[config.mk]
export PLATFORM = sky130hd
export DESIGN_NAME = opb_register_bank_ppc2simulink
export DESIGN_NICKNAME = d
export VERILOG_FILES = /design/src/rtl/opb_register_bank_ppc2simulink.sv
export SDC_FILE = /design/constraint.sdc
export NUM_CORES = 1
export LEC_CHECK = 0
export ABC_CLOCK_PERIOD_IN_PS = 2300
export CAP_MARGIN = 20
export CORE_MARGIN = 10
export CORE_UTILIZATION = 32
export DETAILED_ROUTE_END_ITERATION = 7
export PLACE_DENSITY = 0.6
export SYNTH_ARGS = -nofsm -noshare
export SYNTH_HDL_FRONTEND = slang
export SYNTH_SLANG_ARGS = --single-unit
[constraint.sdc]
create_clock -name OPB_Clk -period 2.3 [get_ports OPB_Clk]
set_clock_uncertainty 0.2 [all_clocks]
set_input_delay 0.69 -clock OPB_Clk [delete_from_list [all_inputs] [get_ports OPB_Clk]]
set_output_delay 0.69 -clock OPB_Clk [all_outputs]
set_load 0.02 [all_outputs]
[src/rtl/opb_register_bank_ppc2simulink.sv]
// OPB slave register bank: C_NUM_REGS software registers plus one control
// register, driving the Simulink user fabric on the same clock. Optional
// shadow/commit mode so multi-word settings reach the fabric in one cycle.
module opb_register_bank_ppc2simulink #(
  parameter logic [31:0] C_BASEADDR   = 32'h01001000,
  parameter logic [31:0] C_HIGHADDR   = 32'h010010FF,
  parameter int          C_OPB_AWIDTH = 32,
  parameter int          C_OPB_DWIDTH = 32,
  parameter int          C_NUM_REGS   = 4,
  parameter int          C_DOUBLE_BUF = 0,
  parameter logic [31:0] C_INIT       = 32'h00000000,
  parameter              C_FAMILY     = "virtex6"
) (
  input  logic                         OPB_Clk,
  input  logic                         OPB_Rst,
  input  logic [0:C_OPB_AWIDTH-1]      OPB_ABus,
  input  logic [0:C_OPB_DWIDTH/8-1]    OPB_BE,
  input  logic [0:C_OPB_DWIDTH-1]      OPB_DBus,
  input  logic                         OPB_RNW,
  input  logic                         OPB_select,
  input  logic                         OPB_seqAddr,
  output logic [0:C_OPB_DWIDTH-1]      Sl_DBus,
  output logic                         Sl_xferAck,
  output logic                         Sl_errAck,
  output logic                         Sl_retry,
  output logic                         Sl_toutSup,
  output logic [C_NUM_REGS*32-1:0]     user_data_out,
  output logic [C_NUM_REGS-1:0]        user_update,
  output logic [15:0]                  commit_count
);

  localparam logic [0:0]  S_IDLE   = 1'b0;
  localparam logic [0:0]  S_ACK    = 1'b1;
  localparam logic [29:0] CTRL_IDX = 30'(C_NUM_REGS);
  localparam bit          DBUF     = (C_DOUBLE_BUF != 0);

  logic [0:0]                   state_q, state_d;
  logic [31:0]                  rdata_q, rdata_d;
  logic [C_NUM_REGS-1:0][31:0]  shadow_q, shadow_d;
  logic [C_NUM_REGS-1:0][31:0]  out_q, out_d;
  logic [C_NUM_REGS-1:0]        upd_q, upd_d;
  logic [15:0]                  commit_q, commit_d;
  logic                         pend_q, pend_d;

  // Bus fields in numeric (MSB-left) order: DBus[0] lands on bit 31,
  // BE[0] lands on be[3] and therefore governs bits 31:24.
  logic [31:0] addr, wdata, offs, rd_mux;
  logic [3:0]  be;
  logic [29:0] widx;
  logic        hit, is_ctrl, unused_ok;
  logic [C_NUM_REGS-1:0] sel;

  assign addr    = OPB_ABus;
  assign wdata   = OPB_DBus;
  assign be      = OPB_BE;
  assign offs    = addr - C_BASEADDR;
  assign widx    = offs[31:2];
  assign hit     = (addr >= C_BASEADDR) && (addr <= C_HIGHADDR);
  assign is_ctrl = (widx == CTRL_IDX);

  assign unused_ok = ^{OPB_seqAddr, offs[1:0], C_FAMILY};

  genvar gi;
  generate
    for (gi = 0; gi < C_NUM_REGS; gi++) begin : g_sel
      assign sel[gi] = (widx == 30'(gi));
    end
  endgenerate

  function automatic logic [31:0] be_merge(input logic [31:0] old_v,
                                           input logic [31:0] new_v,
                                           input logic [3:0]  b);
    be_merge = old_v;
    for (int k = 0; k < 4; k++)
      if (b[k]) be_merge[8*k +: 8] = new_v[8*k +: 8];
  endfunction

  // Read data mux: shadow for data words, status for control, 0 for holes.
  always_comb begin
    rd_mux = '0;
    for (int i = 0; i < C_NUM_REGS; i++)
      if (sel[i]) rd_mux = shadow_q[i];
    if (is_ctrl) rd_mux = {15'd0, pend_q, commit_q};
  end

  // Transfer FSM and register next-state.
  always_comb begin
    state_d  = state_q;
    rdata_d  = '0;
    shadow_d = shadow_q;
    out_d    = out_q;
    upd_d    = '0;
    commit_d = commit_q;
    pend_d   = pend_q;
    case (state_q)
      S_IDLE: begin
        if (OPB_select && hit) begin
          state_d = S_ACK;
          if (OPB_RNW) begin
            rdata_d = rd_mux;
          end else begin
            for (int i = 0; i < C_NUM_REGS; i++) begin
              if (sel[i]) begin
                shadow_d[i] = be_merge(shadow_q[i], wdata, be);
                if (DBUF) begin
                  pend_d = 1'b1;
                end else begin
                  out_d[i] = be_merge(shadow_q[i], wdata, be);
                  upd_d[i] = 1'b1;
                end
              end
            end
            // Commit bit lives in the lowest byte, so that byte must be enabled.
            if (is_ctrl && be[0] && wdata[0]) begin
              commit_d = commit_q + 16'd1;
              if (DBUF) begin
                out_d  = shadow_q;
                upd_d  = '1;
                pend_d = 1'b0;
              end
            end
          end
        end
      end
      default: state_d = S_IDLE;
    endcase
  end

  // State registers; reset abandons any transfer in flight.
  always_ff @(posedge OPB_Clk or negedge OPB_Rst) begin
    if (!OPB_Rst) begin
      state_q  <= S_IDLE;
      rdata_q  <= '0;
      shadow_q <= {C_NUM_REGS{C_INIT}};
      out_q    <= {C_NUM_REGS{C_INIT}};
      upd_q    <= '0;
      commit_q <= '0;
      pend_q   <= 1'b0;
    end else begin
      state_q  <= state_d;
      rdata_q  <= rdata_d;
      shadow_q <= shadow_d;
      out_q    <= out_d;
      upd_q    <= upd_d;
      commit_q <= commit_d;
      pend_q   <= pend_d;
    end
  end

  assign Sl_xferAck    = (state_q == S_ACK);
  assign Sl_DBus       = rdata_q;
  assign Sl_errAck     = 1'b0;
  assign Sl_retry      = 1'b0;
  assign Sl_toutSup    = 1'b0;
  assign user_data_out = out_q;
  assign user_update   = upd_q;
  assign commit_count  = commit_q;

endmodule

==> key figures, run 1 <==
Synth
  • Register bit total from synthesis: 181
  • Async S/R FF share, synth: 100.0%
  • Synth top area share: 54.97%
  • Count of distinct cell types in the synthesized netlist: 44
  • Syn_area_per_cell: 15.75 µm²
  • Count leader, synth: dfrtp_1
  • Most frequent cells after synthesis: dfrtp_1, mux2_2, mux4_2
  • Post-Syn Instances: 523
  • Largest area contributor in the netlist: dfrtp_1
  • Synthesized area: 8239 µm²
  • Post-synth EDFFs: 0
  • Synth area leaders: dfrtp_1, mux2_2, mux4_2, nand4_4, nor2b_1
  • Synth warn: 0
  • Seq/Total Area, Yosys: 54.97%
  • Most frequently used flop master after synthesis: dfrtp_1

Global routing
  • Vias in the first global route: 6967
  • GRT Overall Usage: 17.13%
  • Grt total ovfl: 0
  • Global-route wire length before repair: 43860 µm
  • Initial antenna violation count: 3
  • Pin count of the biggest net entering global routing: 50

Placed design
  • Port-buffer cells: 250
  • Dpl hpwl: 20200 µm
  • RD Place Congestion: 0.8473

Floorplanning
  • Initial Utilization: 32.62%
  • # rows: 58
  • Die X-Extent: 180.5 µm
  • I/O pins: 257
  • Die span in y: 180.5 µm

Clock tree
  • Clk root buf: clkbuf_16
  • Buffers from clock root to sink, at most: 2
  • CTS sink count: 181
  • CTS HTree Levels: 4
  • CTS Buf Count: 17

Timing
  • Crit. endpoint post-GRT repair: user_data_out[27]$_DFFE_PN0P_/D
  • Worst EP kind: register input

Outcome
  • Failed at: 5_2_route
  • Status: did not finish
  • First Err: Error: net411 3 pin not visited #guides = 97
## kinds of logic after synthesis
kind of cell | count (synthesis) | synth area share, %
flops | 181 | 54.97
mux | 161 | 26.74
simple gates | 122 | 12.36
buf+inv | 24 | 1.868
compound gates | 17 | 2.156
xor+xnor | 16 | 1.701
fa+ha+maj | 1 | 0.1518
other cells | 1 | 0.04551
## repair_timing
item	4_1_cts	5_1_grt
cloned	4	0
gates resized for setup	337	24
pin swaps	62	40
hold buffers	1	0
setup endpoints to repair	340	175
endpoints found under the hold margin	35	0
buffers inserted	18	4
## stage by stage
step | worst slack [ns] | cell area, µm² | cells | utilization, % | TNS (ns)
2_1_floorplan | -0.3952 | 8314 | 525 | - | -55.05
3_3_place_gp | -1.056 | 11780 | 1154 | 46.65 | -158.19
3_5_place_dp | -1.133 | 11780 | 1154 | 46.65 | -166.70
4_1_cts | -0.1698 | 12780 | 1208 | 50.60 | -16.53
5_1_grt | -0.2451 | 12850 | 1210 | 50.88 | -26.23
## per-layer routing
metal	GRT usage, %
met1	20.13
met2	29.36
met3	5.522
met4	4.790
met5	0
==> run 2: changes to the inputs <==
--- a/config.mk
+++ b/config.mk
@@ -5,12 +5,12 @@
 export SDC_FILE = /design/constraint.sdc
 export NUM_CORES = 1
 export LEC_CHECK = 0
-export ABC_CLOCK_PERIOD_IN_PS = 2300
+export ABC_CLOCK_PERIOD_IN_PS = 3000
 export CAP_MARGIN = 20
 export CORE_MARGIN = 10
-export CORE_UTILIZATION = 32
+export CORE_UTILIZATION = 20
 export DETAILED_ROUTE_END_ITERATION = 7
-export PLACE_DENSITY = 0.6
+export PLACE_DENSITY_LB_ADDON = 0.15
 export SYNTH_ARGS = -nofsm -noshare
 export SYNTH_HDL_FRONTEND = slang
 export SYNTH_SLANG_ARGS = --single-unit
==> constraint.sdc (replaced) <==
create_clock -name OPB_Clk -period 3 [get_ports OPB_Clk]
set_clock_uncertainty 0.2 [all_clocks]
set_input_delay 0.9 -clock OPB_Clk [delete_from_list [all_inputs] [get_ports OPB_Clk]]
set_output_delay 0.9 -clock OPB_Clk [all_outputs]
set_load 0.02 [all_outputs]
==> key figures, run 2 <==
Synth
  • Largest area contributor in the netlist: dfrtp_1
  • XOR/XNOR share of the synthesized area: 1.701%
  • Count leader, synth: dfrtp_1
  • Most frequent cells after synthesis: dfrtp_1, mux2_2, mux4_2
  • Synth area leaders: dfrtp_1, mux2_2, mux4_2, nand4_4, nor2b_1
  • Synth Area in Adders: 0.1519%
  • Largest family of logic cells by synthesized area: multiplexers
  • Seq/Total Area, Yosys: 54.97%
  • Synth Area in Simple Gates: 12.36%
  • Post-synth EDFFs: 0
  • Complex-gate fraction of the synthesized area: 2.156%
  • Synth warn: 0
  • Synth top area share: 54.97%
  • Syn_area_per_cell: 15.75 µm²
  • Register bit total from synthesis: 181
  • Mux cell area share after synthesis: 26.74%
  • Synthesized area: 8239 µm²
  • Count of distinct cell types in the synthesized netlist: 44
  • Post-Syn Instances: 523
  • Async S/R FF share, synth: 100.0%
  • Most frequently used flop master after synthesis: dfrtp_1

Timing
  • Fin. max-slew vios: 0
  • Final Cycle Share: 98.25%
  • Crit path time final: 2.947 ns
  • Worst setup margin: 0.05258 ns
  • Count of final setup violators: 0
  • Fmax: 339.3 MHz
  • Final hold vios: 0

Floorplanning
  • Initial Utilization: 20.22%
  • Die X-Extent: 223.0 µm
  • # rows: 74
  • Total die area: 49710 µm²
  • Core Footprint: 40740 µm²
  • I/O pins: 257
  • Die span in y: 223.0 µm

Setup path
  • Worst path required time: 3.13 ns
  • Crit end category: register
  • Critical-path maximum fanout: 8
  • Arr. time, crit path: 3.07 ns
  • Setup CP Type: input pin to register
  • Crit path from: OPB_ABus[11]
  • FF-to-FF Start: Sl_xferAck$_DFF_PN0_
  • Worst setup SP type: input pin

Detailed routing
  • DR vias/cell: 4.102
  • DR pass1 iterations: 4
  • DR vias: 5649
  • Antenna Nets Post-Route: 0
  • Drt drc: 0
  • Routed wire length: 28900 µm
  • Wire length per cell: 20.99 µm
  • DRT iter0 DRCs: 186

Final layout
  • Layout cells sized above 1: 35.94%
  • Most frequent cells in the layout: clkdlybuf4s50_1, dfrtp_1, mux2_2
  • Max FFs per register: 128
  • Finished Cell Area: 12570 µm²
  • Most common cell after layout, fill and taps aside: clkdlybuf4s50_1
  • Post-synthesis to final-layout area growth: 52.59%
  • Final Util: 30.86%
  • Fin nets: 904

Power and ir drop
  • Leak pwr: 0.005569 µW
  • Switching power: 1217 µW
  • Peak supply drop: 0.0003977 V
  • Logic pwr share: 5.8%
  • Pint: 3834 µW
  • Register share of total power: 48.3%
  • Power per Cell Area: 401.7 nW/µm²
  • Switching Fraction: 24.09%
  • Clock network power share: 45.9%

Clock tree
  • CTS HTree Levels: 4
  • CTS Buf Count: 17
  • Buffers from clock root to sink, at most: 2
  • CTS sink count: 181
  • Clk root buf: clkbuf_16
  • CTS tree: built
  • Clock Latency Late Sink: 0.45 ns
  • Worst-path clk slew: 0.07 ns
  • # hold bufs at CTS: 0

Placed design
  • Placed instance area: 11870 µm²
  • Pre-CTS WS: -0.5293 ns
  • Dpl hpwl: 21400 µm
  • Port-buffer cells: 250
  • RD Place Congestion: 0.7077

Run
  • Max_cap viols: 0

Global routing
  • Initial antenna violation count: 3
  • Grt total ovfl: 0
  • Global-route wire length before repair: 44030 µm
  • Pin count of the biggest net entering global routing: 58
  • GRT Overall Usage: 11.64%
  • Vias in the first global route: 6349

Outcome
  • Status: complete, no violations

Min path
  • Worst min path class: input pin to asynchronous set/reset pin
## run 2: cell counts after synthesis
No cell type changed its count.
## run 2: power groups by stage
| stage | Clock, µW | Sequential [µW] | Combinational [µW] |
|---|---|---|---|
| after floorplan | 0 | 2490 | 79.6 |
| after global placement | 0 | 2490 | 303 |
| after detailed placement | 0 | 2490 | 302 |
| after CTS | 2430 | 2440 | 302 |
| after global routing | 2520 | 2440 | 326 |
| final | 2320 | 2440 | 295 |
## run 2: per-stage QoR
step | cells | power [µW] | hold slack, ns | TNS (ns)
floorplan | 525 | 2566 | 0.4044 | 0
global placement | 1340 | 2789 | 0.3110 | -77.99
detailed placement | 1340 | 2788 | 0.3122 | -76.97
CTS | 1374 | 5171 | 0.1615 | 0
global route | 1375 | 5286 | 0.1768 | -0.02357
finish | 1377 | 5050 | 0.1779 | 0
## run 2: routing by layer
metal / GRT usage [%] / up-vias / routed length (µm)
met5: 0 / - / 21
met4: 2.550 / 4 / 238
met3: 4.629 / 16 / 2052
met2: 18.38 / 153 / 13720
met1: 14.66 / 2920 / 12870
li1: - / 2556 / -
## run 2: area by class of cell
class	instances	area (µm²)
Clock inverter	14	152.6
Clock buffer	18	439.2
Multi-Input combinational cell	320	3603
Tap cell	532	665.6
Inverter	1	3.754
Antenna cell	2	5.005
Sequential cell	181	4529
Fill cell	4188	28170
Timing Repair Buffer	309	3173
## run 2: cells by family after synthesis
family,Yosys count
adder cells (fa/ha/maj),1
buffers and inverters,24
other,1
multiplexers,161
flip-flops,181
AO/OA/AOI/OAI,17
XOR/XNOR,16
AND/OR/NAND/NOR,122
## run 2: path summary, 6_finish.rpt
path                            depth (start not counted)                       endpoint  slack (ns)
worst min register to register                          1  user_data_out[37]$_DFFE_PN0P_        0.32
min in group OPB_Clk                                    1  user_data_out[37]$_DFFE_PN0P_        0.32
worst max-delay path                                    8  user_data_out[45]$_DFFE_PN0P_        0.05
worst max register to register                          6  user_data_out[45]$_DFFE_PN0P_        0.52
max in group asynchronous                               2   commit_count[12]$_DFFE_PN0P_        1.76
worst min-delay path                                    1  user_data_out[89]$_DFFE_PN0P_        0.18
## run 2: repair_timing
item	4_1_cts	5_1_grt
buffers inserted	2	0
resized for setup	3	15
cloned	0	1
pin swaps	6	8
endpoints found under the setup margin	92	85
## run 2: critical path: stages
cell	delay, ns
clkdlybuf4s50_1	0.43
nor4_2	0.42
nand4b_4	0.18
nor3_4	0.19
buf_12	0.17
buf_4	0.14
nand4_4	0.25
mux2_4	0.38
No activity file was read; power rests on OpenSTA's default activity.
